File: src/rtl/btn_pkg.sv
// rtl/btn_pkg.sv - shared button IDs and sizing defaults for the button front end
package btn_pkg;

   localparam int N_BTN_DEFAULT      = 5;
   localparam int ID_W_DEFAULT       = 3;
   localparam int FIFO_DEPTH_DEFAULT = 4;

   localparam logic [ID_W_DEFAULT-1:0] BTN_UP     = 3'd0;
   localparam logic [ID_W_DEFAULT-1:0] BTN_DOWN   = 3'd1;
   localparam logic [ID_W_DEFAULT-1:0] BTN_LEFT   = 3'd2;
   localparam logic [ID_W_DEFAULT-1:0] BTN_RIGHT  = 3'd3;
   localparam logic [ID_W_DEFAULT-1:0] BTN_CENTER = 3'd4;

   // Index reached by stepping 'step' places past 'last' around a ring of n buttons.
   function automatic int rr_index(input int last, input int step, input int n);
      return (last + step) % n;
   endfunction

endpackage

File: src/rtl/evt_fifo.sv
// rtl/evt_fifo.sv - circular event queue with count/full/empty status
module evt_fifo #(
   parameter int WIDTH = 3,
   parameter int DEPTH = 4
) (
   input  logic                     clk,
   input  logic                     rst,
   input  logic                     push,
   input  logic [WIDTH-1:0]         push_data,
   input  logic                     pop,
   output logic [WIDTH-1:0]         rd_data,
   output logic [$clog2(DEPTH):0]   count,
   output logic                     full,
   output logic                     empty
);

   localparam int PTR_W = $clog2(DEPTH);
   localparam int CNT_W = PTR_W + 1;

   logic [WIDTH-1:0] mem [DEPTH];
   logic [PTR_W-1:0] rd_ptr;
   logic [PTR_W-1:0] wr_ptr;
   logic             do_push;
   logic             do_pop;

   assign full    = (count == CNT_W'(DEPTH));
   assign empty   = (count == '0);
   assign do_push = push && !full;
   assign do_pop  = pop && !empty;
   assign rd_data = mem[rd_ptr];

   // Pointers wrap naturally because DEPTH is a power of two.
   always_ff @(posedge clk or posedge rst) begin
      if (rst) begin
         rd_ptr <= '0;
         wr_ptr <= '0;
         count  <= '0;
      end else begin
         if (do_push)
            wr_ptr <= wr_ptr + 1'b1;
         if (do_pop)
            rd_ptr <= rd_ptr + 1'b1;
         case ({do_push, do_pop})
            2'b10:   count <= count + 1'b1;
            2'b01:   count <= count - 1'b1;
            default: count <= count;
         endcase
      end
   end

   always_ff @(posedge clk) begin
      if (do_push)
         mem[wr_ptr] <= push_data;
   end

endmodule

File: src/rtl/btn_event_arbiter.sv
// rtl/btn_event_arbiter.sv - latches button presses and round-robin queues them as IDs
module btn_event_arbiter
   import btn_pkg::*;
#(
   parameter int N_BTN      = N_BTN_DEFAULT,
   parameter int FIFO_DEPTH = FIFO_DEPTH_DEFAULT,
   parameter int ID_W       = ID_W_DEFAULT
) (
   input  logic             clk,
   input  logic             rst,
   input  logic [N_BTN-1:0] btn_pulse,
   input  logic             evt_ready,
   input  logic             clr_ovf,
   output logic             evt_valid,
   output logic [ID_W-1:0]  evt_id,
   output logic [N_BTN-1:0] pending,
   output logic             ovf
);

   localparam int SEL_W = $clog2(N_BTN);
   localparam int CNT_W = $clog2(FIFO_DEPTH) + 1;

   logic [ID_W-1:0]  rr_last;
   logic [ID_W-1:0]  winner;
   logic             found;
   logic             grant;
   logic [N_BTN-1:0] grant_vec;
   logic [N_BTN-1:0] coalesce;
   logic [ID_W-1:0]  head_id;
   logic [CNT_W-1:0] fifo_count;
   logic             fifo_full;
   logic             fifo_empty;
   logic             pop;

   // First pending bit after the last winner, wrapping around the ring.
   always_comb begin
      winner = '0;
      found  = 1'b0;
      for (int k = 1; k <= N_BTN; k++) begin
         if (!found && pending[SEL_W'(rr_index(int'(rr_last), k, N_BTN))]) begin
            found  = 1'b1;
            winner = ID_W'(rr_index(int'(rr_last), k, N_BTN));
         end
      end
   end

   assign grant = found && !fifo_full;

   always_comb begin
      grant_vec = '0;
      for (int i = 0; i < N_BTN; i++)
         grant_vec[i] = grant && (winner == ID_W'(i));
   end

   // A press on a button whose earlier press is still waiting is merged into it.
   assign coalesce  = btn_pulse & pending & ~grant_vec;
   assign pop       = evt_valid && evt_ready;
   assign evt_valid = (fifo_count != '0);
   assign evt_id    = fifo_empty ? '0 : head_id;

   always_ff @(posedge clk or posedge rst) begin
      if (rst) begin
         pending <= '0;
         ovf     <= 1'b0;
         rr_last <= ID_W'(N_BTN - 1);
      end else begin
         pending <= btn_pulse | (pending & ~grant_vec);
         ovf     <= (|coalesce) | (ovf & ~clr_ovf);
         if (grant)
            rr_last <= winner;
      end
   end

   evt_fifo #(
      .WIDTH (ID_W),
      .DEPTH (FIFO_DEPTH)
   ) u_evt_fifo (
      .clk       (clk),
      .rst       (rst),
      .push      (grant),
      .push_data (winner),
      .pop       (pop),
      .rd_data   (head_id),
      .count     (fifo_count),
      .full      (fifo_full),
      .empty     (fifo_empty)
   );

endmodule

File: config.mk
export PLATFORM = sky130hd
export DESIGN_NAME = btn_event_arbiter
export DESIGN_NICKNAME = d
export VERILOG_FILES = /design/src/rtl/btn_pkg.sv /design/src/rtl/evt_fifo.sv /design/src/rtl/btn_event_arbiter.sv
export SDC_FILE = /design/constraint.sdc
export NUM_CORES = 1
export LEC_CHECK = 0
export CORE_AREA = 5 5 105 107
export DETAILED_ROUTE_END_ITERATION = 10
export DIE_AREA = 0 0 110 112
export PLACE_DENSITY = 0.5
export SLEW_MARGIN = 20
export SYNTH_ARGS = -nofsm -noshare
export SYNTH_HDL_FRONTEND = slang
export SYNTH_SLANG_ARGS = --single-unit
File: constraint.sdc
create_clock -name clk -period 7.4 [get_ports clk]
set_input_delay 2.22 -clock clk [delete_from_list [all_inputs] [get_ports clk]]
set_output_delay 2.22 -clock clk [all_outputs]
set_load 0.01 [all_outputs]
# --- Yosys cells after proc, flatten, opt, wreduce, memory -nomap -nowiden ---
# Memories as Yosys holds them, arrays and structs flattened.
# Index checks and enable logic that the tools add are counted.
totals:
  ff_bits: 16
  mem_bits_rw: 12
  input_bits: 9
  out_inout_bits: 10
  word_cells: 94
  memories: 1
memory_table:
  columns: ["name", "depth", "word_bits", "rd", "rd_clocked_by_memory_dff", "write_ports", "line", "rtl"]
  rows:
  - ["u_evt_fifo.mem", 4, 3, 1, 0, 1, "evt_fifo.sv:20", "logic [WIDTH-1:0] mem [DEPTH];"]
op_classes:
  add_sub_neg: 9
  n_div: 5
  magnitude_cmp: 5
  n_eq_ne: 7
  mux: 29
  n_bitwise: 8
  n_reduce_logical: 24
op_table:
  columns: ["op", "n"]
  rows:
  - ["$mod A32 B4 Y32 const B", 5]
  - ["$lt A3 B5 Y1 const B", 5]
  - ["$mux W3", 6]
  - ["$mux W1", 17]
  - ["$and A5 B5 Y5", 3]
  - ["$bmux W1 S3", 5]
  - ["$logic_and A1 B1 Y1", 13]
  - ["$add A3 B2 Y4 const B", 2]
  - ["$add A3 B3 Y4 const B", 2]
  - ["$eq A3 B2 Y1 const B", 2]
  - ["$eq A3 B3 Y1 const B", 2]
  - ["$logic_not A1 Y1", 6]
  - ["$logic_not A3 Y1", 2]
  - ["$pmux W3 S2", 1]
  - ["$not A5 Y5", 1]
  - ["$or A5 B5 Y5", 1]
  - ["$reduce_or A5 Y1", 1]
  - ["$add A2 B1 Y2 const B", 2]
  - ["$add A3 B1 Y4 const B", 1]
  - ["$add A3 B1 Y3 const B", 1]
  - ["$eq A3 B1 Y1 const B", 1]
  - ["$reduce_bool A3 Y1", 1]
  - ["$sub A3 B1 Y3 const B", 1]
  - ["$eq A2 B1 Y1 const B", 1]
  - ["5 further kinds", 5]

# --- Depth between registers and ports, before layout ---
# Gate-level depths: netlist (run 1).
logic_depth:
  depth_word: 24
  ltp_mapped: 24
  depth_no_buf: 23

# --- Cells and area by module ---
# Synthesis (run 1) repeated with hierarchy kept, for this count alone.
unflattened:
  cells_unflattened: 346
  area_unflattened_um2: 3209.3
by_module_without_submodules:
  columns: ["mod", "instances", "cells_each", "area_each_um2", "seq_area_each_um2"]
  rows:
  - ["btn_event_arbiter", 1, 292, 2331.0, 226.5]
  - ["evt_fifo", 1, 54, 878.3, 535.5]

# --- Worst setup path before layout (run 1) ---
# Ideal clock, no wire load.
synth_path:
  path_type: "flip-flop to flip-flop"
  start: "register rr_last[2]"
  end: "register u_evt_fifo.count[2]"
  setup_ps: 125
  arrival_ps: 5194
  t_required_ps: 7275
  slack_ps: 2081
  path_stages_with_launch: 25
  n_path_buf: 2
  period_less_slack_ps: 5319
  path_cell_list: "dfstp_2 buf_2 inv_1 ha_1 o21a_1 a21oi_1 xnor2_1 ha_1 fa_1 a21bo_2 or4_1 mux2_2 o21bai_1 a41oi_1 a21boi_2 and2_1 a32oi_1 clkbuf_1 inv_1 ha_1 inv_1 fa_1 xor2_1 nor2_1 xor2_1"
synth_between:
  elab_chain_len: 22
  elab_cells_between_ends: 44
  classes_between: "add/sub: 5; div: 5; eq/ne: 2; mux: 21; reduce/logical: 11"
synth_rtl:
  columns: ["element", "line", "rtl"]
  rows:
  - ["start, declared", "btn_event_arbiter.sv:23", "logic [ID_W-1:0] rr_last;"]
  - ["start signal, assigned", "btn_event_arbiter.sv:65", "rr_last <= ID_W'(N_BTN - 1);"]
  - ["start signal, assigned", "btn_event_arbiter.sv:70", "rr_last <= winner;"]
  - ["$add A3 B1 Y4", "btn_pkg.sv:16", "return (last + step) % n;"]
  - ["$mod A32 B4 Y32", "btn_pkg.sv:16", null]
  - ["$bmux W1 S3", "btn_event_arbiter.sv:40", "if (!found && pending[SEL_W'(rr_index(int'(rr_last), k, N_BTN))]) begin"]
  - ["$mux W1 (implied by the code) (2 in series)", "btn_event_arbiter.sv:40", null]
  - ["$mux W1", "btn_event_arbiter.sv:40", null]
  - ["$logic_not A1 Y1", "btn_event_arbiter.sv:40", null]
  - ["$logic_and A1 B1 Y1", "btn_event_arbiter.sv:40", null]
  - ["$mux W1", "btn_event_arbiter.sv:40", null]
  - ["[5 not listed]", null, null]
  - ["$mux W1", "btn_event_arbiter.sv:40", null]
  - ["$logic_not A1 Y1", "btn_event_arbiter.sv:40", null]
  - ["$logic_and A1 B1 Y1", "btn_event_arbiter.sv:40", null]
  - ["$mux W1 (*)", "btn_event_arbiter.sv:40", null]
  - ["$logic_and A1 B1 Y1 (*)", "btn_event_arbiter.sv:47", "assign grant = found && !fifo_full;"]
  - ["$logic_and A1 B1 Y1 (*)", "evt_fifo.sv:28", "assign do_push = push && !full;"]
  - ["$eq A2 B1 Y1 or $eq A2 B2 Y1 (tied branches)", "evt_fifo.sv:43", "case ({do_push, do_pop})"]
  - ["$pmux W3 S2 or $reduce_bool A2 Y1 (tied branches)", null, null]
  - ["end signal, assigned", "evt_fifo.sv:44", "2'b10: count <= count + 1'b1;"]
  - ["end signal, assigned", "evt_fifo.sv:45", "2'b01: count <= count - 1'b1;"]
  - ["end signal, assigned", "evt_fifo.sv:46", "default: count <= count;"]
  - ["end, declared", "evt_fifo.sv:12", "output logic [$clog2(DEPTH):0] count,"]
# Every way passes the cells marked *; elsewhere a longest branch is shown, timed or not. The select of a mux whose other input is x is not followed.
# A chain may end at the register's enable or synchronous reset.

# --- Final worst setup path (run 1) ---
layout_path:
  start: "register rr_last[0]"
  end: "register ovf"
layout_between:
  elab_chain_len: 24
  elab_cells_between_ends: 58
  classes_between: "add/sub: 5; div: 5; eq/ne: 4; mux: 25; bitwise: 3; reduce/logical: 16"
layout_rtl:
  columns: ["element", "line", "rtl"]
  rows:
  - ["$add A3 B1 Y4", "btn_pkg.sv:16", null]
  - ["$mod A32 B4 Y32", "btn_pkg.sv:16", null]
  - ["$bmux W1 S3", "btn_event_arbiter.sv:40", null]
  - ["$mux W1 (implied by the code) (2 in series)", "btn_event_arbiter.sv:40", null]
  - ["$mux W1", "btn_event_arbiter.sv:40", null]
  - ["$logic_not A1 Y1", "btn_event_arbiter.sv:40", null]
  - ["$logic_and A1 B1 Y1", "btn_event_arbiter.sv:40", null]
  - ["$mux W1", "btn_event_arbiter.sv:40", null]
  - ["[8 not listed]", null, null]
  - ["$mux W3 (*)", "btn_event_arbiter.sv:40", null]
  - ["named net u_evt_fifo.push_data[2]", "evt_fifo.sv:9", "input logic [WIDTH-1:0] push_data,"]
  - ["$eq A3 B1 Y1, or another cell as far along", "btn_event_arbiter.sv:52", "grant_vec[i] = grant && (winner == ID_W'(i));"]
  - ["$logic_and A1 B1 Y1", "btn_event_arbiter.sv:52", null]
  - ["$not A5 Y5 (*)", "btn_event_arbiter.sv:56", "assign coalesce = btn_pulse & pending & ~grant_vec;"]
  - ["$and A5 B5 Y5 (*)", "btn_event_arbiter.sv:56", null]
  - ["$reduce_or A5 Y1 (*)", "btn_event_arbiter.sv:68", "ovf <= (|coalesce) | (ovf & ~clr_ovf);"]
  - ["$or A1 B1 Y1 (*)", "btn_event_arbiter.sv:68", null]
  - ["end signal, assigned", "btn_event_arbiter.sv:68", null]
  - ["end, declared", "btn_event_arbiter.sv:17", "output logic ovf"]
# Mark *: on every way through the listed nets, which the timed path passes. The rest lies on a longest branch. The select of a mux whose other input is x is not followed.

==> results of run 1 <==
[layer usage]
layer,GRT usage [%],share of wire [%],routed length (µm),vias up
li1,-,-,-,1480
met1,22.25,49,4525,1439
met2,24.35,45,4194,67
met3,2.087,4.8,443,11
met4,2.909,1.3,119,0
met5,0,0,0,-
[area by class of cell]
class	instances	area, µm²	area share, %
Timing Repair Buffer	22	210.2	5.578
Inverter	32	120.1	3.187
Tap cell	136	170.2	4.515
Multi-Input combinational cell	309	2435	64.61
Clock inverter	1	30.03	0.7968
Clock buffer	3	41.29	1.096
Sequential cell	28	762.0	20.22
[cell usage in the layout (no fill, tap or decap), types with 4 or more instances in the layout]
master,instances
sky130_fd_sc_hd__ha_1,31
sky130_fd_sc_hd__nand4_1,7
sky130_fd_sc_hd__mux4_2,6
sky130_fd_sc_hd__o221ai_1,4
sky130_fd_sc_hd__nand2_1,21
sky130_fd_sc_hd__o21a_1,5
sky130_fd_sc_hd__or2_2,5
sky130_fd_sc_hd__dfrtp_1,15
sky130_fd_sc_hd__a21oi_1,15
sky130_fd_sc_hd__mux2_2,7
sky130_fd_sc_hd__a21o_1,7
sky130_fd_sc_hd__mux2i_1,10
sky130_fd_sc_hd__and2_1,16
sky130_fd_sc_hd__edfxtp_1,12
sky130_fd_sc_hd__a22oi_1,4
sky130_fd_sc_hd__clkdlybuf4s50_1,18
sky130_fd_sc_hd__o21ai_0,20
sky130_fd_sc_hd__nor3_1,7
sky130_fd_sc_hd__o211ai_1,4
sky130_fd_sc_hd__a31oi_1,5
sky130_fd_sc_hd__inv_1,30
sky130_fd_sc_hd__and3_1,4
sky130_fd_sc_hd__nand2b_1,10
sky130_fd_sc_hd__buf_4,4
sky130_fd_sc_hd__o22ai_1,5
sky130_fd_sc_hd__or3_1,4
sky130_fd_sc_hd__xnor2_1,9
sky130_fd_sc_hd__a211o_1,5
sky130_fd_sc_hd__nor2_1,22
[sequential cells by signal, summed over array words and instances (netlist names)]
| signal | cells |
|---|---|
| pending | 5 |
| rr_last | 3 |
| u_evt_fifo.wr_ptr | 2 |
| u_evt_fifo.mem | 12 |
| ovf | 1 |
| u_evt_fifo.count | 3 |
| u_evt_fifo.rd_ptr | 2 |
[critical path, cell delays in order, from the launching register on]
cell                       delay (ns)
sky130_fd_sc_hd__dfrtp_1         0.36
sky130_fd_sc_hd__buf_4           0.24
sky130_fd_sc_hd__inv_1           0.31
sky130_fd_sc_hd__ha_1            0.39
sky130_fd_sc_hd__buf_4           0.27
sky130_fd_sc_hd__clkinv_1        0.31
sky130_fd_sc_hd__ha_1            0.29
sky130_fd_sc_hd__inv_1           0.05
sky130_fd_sc_hd__ha_1            0.22
sky130_fd_sc_hd__or4b_2          0.68
sky130_fd_sc_hd__o211ai_1        0.15
sky130_fd_sc_hd__o311a_1         0.29
sky130_fd_sc_hd__nor3_1          0.11
sky130_fd_sc_hd__mux2_2          0.28
sky130_fd_sc_hd__a32o_1          0.30
sky130_fd_sc_hd__a221o_1         0.37
sky130_fd_sc_hd__o221a_4         0.14
sky130_fd_sc_hd__or4b_4          0.57
sky130_fd_sc_hd__o211ai_2        0.18
sky130_fd_sc_hd__nand4_1         0.11
[cells by family after synthesis]
| family | after synthesis | share of synthesized area, % |
|---|---|---|
| AOI/OAI and AO/OA | 125 | 27.11 |
| and+or+nand+nor | 113 | 18.20 |
| buffers and inverters | 54 | 6.273 |
| adders and majority gates | 34 | 12.84 |
| DFF | 28 | 22.34 |
| muxes | 23 | 9.208 |
| xor gates and xnor gates | 14 | 4.036 |
[per-stage QoR]
step                hold slack [ns]  utilization (%)  area [µm²]
floorplan                    0.4551                -        3411
finish                       0.5033            37.51        3769
detailed placement           0.4952            36.80        3697
CTS                          0.5095            37.51        3769
global placement             0.4841            36.80        3697
global route                 0.5429            37.51        3769
[final timing paths]
kind / endpoint / startpoint / slack (ns) / cells after the start
hold / removal: u_evt_fifo.count[2] / u_evt_fifo.count[2] / 0.50 / 1
setup reg to reg: ovf / rr_last[0] / 1.63 / 19
max in group asynchronous: pending[1] / rst / 4.62 / 2
min in group asynchronous: u_evt_fifo.count[0] / rst / 2.34 / 2
setup / recovery: ovf / rr_last[0] / 1.63 / 19
hold reg to reg: u_evt_fifo.count[2] / u_evt_fifo.count[2] / 0.50 / 1
==> insert_results.sql, run 1 <==
INSERT INTO impl_metrics (metric_group, metric, value, unit) VALUES
('sta', 'max_transition_viols_final', '0', ''),
('routing', 'avgRoutedWirePerCell', '17.48', 'µm'),
('grt', 'largest_net_degree_at_the_start_of_global_routing', '28', ''),
('sta', 'setup-tns-final', '0', 'ns'),
('sta', 'max-slew-margin-rel', '32.96', '%'),
('die', 'starting_density_of_the_core', '33.95', '%'),
('sta', 'rsz0062_at_grt', 'false', ''),
('routing', 'drtPass1Iterations', '4', ''),
('synthesis', 'synth_top_cells_by_area', 'sky130_fd_sc_hd__ha_1, sky130_fd_sc_hd__dfrtp_1, sky130_fd_sc_hd__edfxtp_1', ''),
('routing', 'drt_iter0_drc', '144', ''),
('critical_path', 'worst_setup_path_start_kind', 'register', ''),
('routing', 'wl', '9282', 'µm'),
('layout', 'nNetsFinal', '438', ''),
('clock_tree', 'post_cts_clock_slew_at_the_launch_and_capture_registers_of_the_worst_setup_and_hold_paths', '0.10', 'ns'),
('synthesis', 'synth-seq-cells', '28', ''),
('synthesis', 'synth_warnings', '0', ''),
('synthesis', 'postSynthCellCount', '391', ''),
('critical_path', 'critPathRequiredTime', '7.56', 'ns'),
('clock_tree', 'cts_root_buffer', 'sky130_fd_sc_hd__clkbuf_8', ''),
('placement', 'dp_cells', '527', ''),
('clock_tree', 'clockBufferDepth', '2', ''),
('die', 'top_level_ports', '19', ''),
('routing', 'route.antenna.remaining_nets', '0', ''),
('grt', 'overflow', '0', ''),
('layout', 'instances_no_fill', '531', ''),
('sta', 'final.min_clock_period', '5.766', 'ns'),
('grt', 'first_pass_grt_wire_length', '15210', 'µm'),
('critical_path', 'arrival', '5.93', 'ns'),
('clock_tree', 'cts_max_level', '1', ''),
('die', 'fp.coreArea', '0.01005', 'mm²'),
('synthesis', 'synth.most_common_cell', 'sky130_fd_sc_hd__ha_1', ''),
('layout', 'final_layout_fill_cell_count', '1042', ''),
('die', 'fp-row-count', '37', ''),
('sta', 'finalHoldViolations', '0', ''),
('synthesis', 'synth.net_count', '433', ''),
('grt', 'antenna_violations_before_repair', '0', ''),
('die', 'die_area', '0.01232', 'mm²'),
('critical_path', 'timing.setup.critical_path_class', 'register to register', ''),
('layout', 'area_growth', '10.49', '%'),
('grt', 'groute.usage.overall', '15.37', '%'),
('die', 'die_height', '112', 'µm'),
('synthesis', 'postSynth.asyncResetShare', '57.14', '%'),
('synthesis', 'ys_seq_area_share', '22.34', '%'),
('critical_path', 'timing.critical_path.fanout_max', '27', ''),
('sta', 'setup_skew', '0.002387', 'ns'),
('min_path', 'holdCritPathClass', 'register to register', ''),
('critical_path', 'worstSetupEndpointType', 'register', ''),
('clock_tree', 'cts_tree', 'yes', ''),
('layout', 'drive_gt1_share', '10.38', '%'),
('placement', 'detailed_place_hpwl', '7160', 'µm'),
('job', 'max-cap-violations', '0', ''),
('clock_tree', 'clkLatencyLatePin', '0.28', 'ns'),
('clock_tree', 'cts_resized', '0', ''),
('synthesis', 'synthTopCellsByCount', 'sky130_fd_sc_hd__ha_1, sky130_fd_sc_hd__inv_1, sky130_fd_sc_hd__nor2_1', ''),
('synthesis', 'ys.flop_type', 'sky130_fd_sc_hd__dfrtp_1', ''),
('layout', 'diodes', '0', ''),
('synthesis', 'yosysUniqueCellTypes', '82', ''),
('routing', 'viasPerCell', '5.644', ''),
('sta', 'report.final.setup_viol', '0', ''),
('clock_tree', 'cts_buffers', '3', ''),
('clock_tree', 'clock_sinks', '28', ''),
('synthesis', 'post_synth.cell_area_avg', '8.723', 'µm²'),
('clock_tree', 'cts_post_setup_buffers_inserted', '0', ''),
('placement', 'placement_stage_worst_setup_slack', '1.705', 'ns'),
('clock_tree', 'postCtsHoldBufs', '0', ''),
('grt', 'via_count_of_the_first_global_routing_pass', '2895', ''),
('run_status', 'status', 'complete, no violations', ''),
('placement', 'final_estimated_routing_congestion_in_global_placement', '0.8597', ''),
('sta', 'clock.fmax', '0.1734', 'GHz'),
('synthesis', 'synth.cell_area', '0.003411', 'mm²'),
('synthesis', 'synth_top_cell_area_share', '11.37', '%'),
('sta', 'smallest_setup_slack_after_layout', '1.634', 'ns'),
('routing', 'drc', '0', ''),
('sta', 'layout_worst_path_cycle_share', '77.92', '%'),
('synthesis', 'yosys.area.top_type', 'sky130_fd_sc_hd__ha_1', ''),
('synthesis', 'synth_enable_flop_cells', '12', ''),
('die', 'die_width', '110', 'µm'),
('placement', 'place.port_buffers', '18', ''),
('sta', 'worst-slew-pin-transition', '0.9916', 'ns'),
('routing', 'num_vias', '2997', '');
Power of run 1 is left out: the tool's default activity adds up to more than one toggle a clock period on the data nets, which glitch-free logic cannot reach.
==> run 2, diff against run 1 <==
Settings changed: PLACE_DENSITY 0.5 to 0.52.
Clock period 7.4 ns to 4.7 ns, I/O delays scaled along.
==> run 2 against run 1 <==
  * Non-clock buffer count up 47
  * Clock skew is 0.010 ns higher
  * Fmax up 25%
  * Wire length rose by 11%
==> insert_results.sql, run 2 (synthesis gave the netlist of run 1 again) <==
INSERT INTO impl_metrics (metric_group, metric, value, unit) VALUES
('critical_path', 'worst-path-buf-inv', '1', ''),
('die', 'fp-row-count', '37', ''),
('die', 'fp.coreArea', '0.01005', 'mm²'),
('job', 'max-cap-violations', '0', ''),
('die', 'die_area', '0.01232', 'mm²'),
('grt', 'first_pass_grt_wire_length', '16240', 'µm'),
('critical_path', 'worst_setup_path_start_kind', 'register', ''),
('grt', 'overflow', '0', ''),
('layout', 'flip_flop_count_of_the_largest_register_after_layout', '12', ''),
('routing', 'route.antenna.remaining_nets', '0', ''),
('routing', 'avgRoutedWirePerCell', '17.88', 'µm'),
('run_status', 'status', 'complete, no violations', ''),
('sta', 'layout_worst_path_cycle_share', '97.80', '%'),
('critical_path', 'crit-reg2reg-capture', 'ovf', ''),
('die', 'starting_density_of_the_core', '33.95', '%'),
('sta', 'final.min_clock_period', '4.597', 'ns'),
('layout', 'largest-register', 'u_evt_fifo.mem', ''),
('routing', 'num_vias', '3246', ''),
('clock_tree', 'postCtsHoldBufs', '0', ''),
('clock_tree', 'clockBufferDepth', '2', ''),
('sta', 'max_transition_viols_final', '0', ''),
('grt', 'antenna_violations_before_repair', '0', ''),
('critical_path', 'critPathRequiredTime', '4.88', 'ns'),
('min_path', 'whs_path_depth', '1', ''),
('sta', 'max-slew-margin-rel', '50.40', '%'),
('critical_path', 'worstSetupPathDepth', '18', ''),
('critical_path', 'timing.critical_path.fanout_max', '5', ''),
('sta', 'clock.fmax', '0.2175', 'GHz'),
('min_path', 'worstHoldEndpoint', 'u_evt_fifo.count[0]', ''),
('sta', 'worst-slew-pin-transition', '0.7432', 'ns'),
('sta', 'report.final.setup_viol', '0', ''),
('routing', 'drc', '0', ''),
('grt', 'groute.usage.overall', '16.76', '%'),
('layout', 'biggestRegsByFlops', 'u_evt_fifo.mem (12), pending (5)', ''),
('layout', 'final_common_cell', 'sky130_fd_sc_hd__buf_4', ''),
('routing', 'wl', '10340', 'µm'),
('routing', 'drtPass1Iterations', '5', ''),
('placement', 'place.port_buffers', '18', ''),
('critical_path', 'critical-path-max-stage-delay', '0.61', 'ns'),
('layout', 'final_layout_fill_cell_count', '993', ''),
('layout', 'instances_no_fill', '578', ''),
('min_path', 'hp-start', 'u_evt_fifo.count[0]', ''),
('sta', 'finalHoldViolations', '0', ''),
('sta', 'rsz0062_at_grt', 'true', ''),
('placement', 'dp_cells', '563', ''),
('critical_path', 'r2r_start', 'rr_last[2]', ''),
('layout', 'diodes', '0', ''),
('clock_tree', 'cts_tree', 'yes', ''),
('die', 'die_width', '110', 'µm'),
('critical_path', 'arrival', '4.78', 'ns'),
('critical_path', 'crit_family', 'compound AO/OA/AOI/OAI gates', ''),
('layout', 'most-common-layout-cells', 'sky130_fd_sc_hd__buf_4, sky130_fd_sc_hd__inv_1, sky130_fd_sc_hd__ha_1', ''),
('grt', 'via_count_of_the_first_global_routing_pass', '3103', ''),
('critical_path', 'cell_at_the_slowest_stage_of_the_critical_path', 'sky130_fd_sc_hd__dfstp_2', ''),
('clock_tree', 'cts_root_buffer', 'sky130_fd_sc_hd__clkbuf_8', ''),
('routing', 'viasPerCell', '5.616', ''),
('placement', 'detailed_place_hpwl', '8056', 'µm'),
('layout', 'combined_area_of_the_multi_input_logic_cells', '0.002646', 'mm²'),
('clock_tree', 'cts_max_level', '1', ''),
('critical_path', 'worst_case_reg_to_reg_path_depth', '18', ''),
('placement', 'final_estimated_routing_congestion_in_global_placement', '0.9358', ''),
('layout', 'register_cell_area_after_layout', '762.0', 'µm²'),
('min_path', 'holdCritPathClass', 'register to register', ''),
('clock_tree', 'post_cts_clock_slew_at_the_launch_and_capture_registers_of_the_worst_setup_and_hold_paths', '0.12', 'ns'),
('critical_path', 'worstPathCellList', 'clkinv_4 > ha_4 > o21a_4 > a21oi_4 > xnor2_2 > ha_2 > fa_2 > a21bo_4 > or4_4 > mux2_4 > o21bai_1 > a41oi_2 > a21boi_4 > and2_4 > o221a_4 > or4b_4 > o211ai_2 > nand4_1', ''),
('critical_path', 'worstSetupEndpointType', 'register', ''),
('layout', 'drive_gt1_share', '27.38', '%'),
('critical_path', 'r2r_slack', '0.10', 'ns'),
('critical_path', 'timing.setup.critical_path_class', 'register to register', ''),
('die', 'die_height', '112', 'µm'),
('sta', 'setup_skew', '0.01279', 'ns'),
('clock_tree', 'clkLatencyLatePin', '0.29', 'ns'),
('layout', 'nNetsFinal', '485', ''),
('layout', 'area_growth', '27.88', '%'),
('clock_tree', 'cts_buffers', '3', ''),
('clock_tree', 'clock_sinks', '28', ''),
('routing', 'drt_iter0_drc', '236', ''),
('die', 'top_level_ports', '19', ''),
('grt', 'largest_net_degree_at_the_start_of_global_routing', '18', '');
-- run 2: changes by cell type in the layout (fill, tap and decap cells not counted), moves of 4 or more --
cell	delta
sky130_fd_sc_hd__buf_4	+44
sky130_fd_sc_hd__ha_4	+4
sky130_fd_sc_hd__ha_1	-8
sky130_fd_sc_hd__inv_1	-4
sky130_fd_sc_hd__ha_2	+4
-- run 2: area by class of cell --
cell class | instances | share of cell area (%)
repair buffers | 69 | 13.37
well taps | 136 | 3.901
clock inverters | 1 | 0.6885
clock buffers | 3 | 0.9466
flip-flops and latches | 28 | 17.47
inverters | 32 | 2.955
multi-input cells | 309 | 60.67
-- run 2: what timing repair did --
item / CTS / global route
hold endpoints to repair: 0 / 0
resized for setup: 7 / 16
setup endpoints to repair: 11 / 17
buffers inserted: 1 / 10
pin swaps: 3 / 20
-- run 2: worst max-delay path by stage --
| stage | from | end | slack [ns] |
|---|---|---|---|
| floorplan | rr_last[2] | u_evt_fifo.count[2] | -0.1 |
| global placement | rr_last[2] | ovf | -0.30 |
| detailed placement | rr_last[2] | ovf | -0.32 |
| CTS | rr_last[2] | ovf | 0.003 |
| global route | rr_last[2] | u_evt_fifo.count[2] | -0.03 |
| finish | rr_last[2] | ovf | 0.10 |
-- run 2: layer usage --
metal | track usage, % | up-vias | part of all wire (%)
met2 | 27.02 | 90 | 47
met3 | 1.739 | 16 | 4.2
li1 | - | 1574 | -
met1 | 22.92 | 1566 | 45
met4 | 6.151 | 0 | 3.6
met5 | 0 | - | 0
-- run 2: per-stage QoR --
| stage | hold WS [ns] | utilization [%] | setup WS [ns] | cell area, µm² | TNS, ns |
|---|---|---|---|---|---|
| final | 0.5042 | 43.42 | 0.1032 | 4362 | 0 |
| after global routing | 0.5270 | 43.42 | -0.03327 | 4362 | -0.07358 |
| after CTS | 0.5115 | 41.84 | 0.003487 | 4203 | 0 |
| after detailed placement | 0.4910 | 40.74 | -0.3210 | 4093 | -1.563 |
| after global placement | 0.4931 | 40.74 | -0.2983 | 4093 | -1.164 |
| after floorplan | 0.4594 | - | -0.09909 | 3555 | -0.1798 |
Power of run 2 is left out for the same reason.
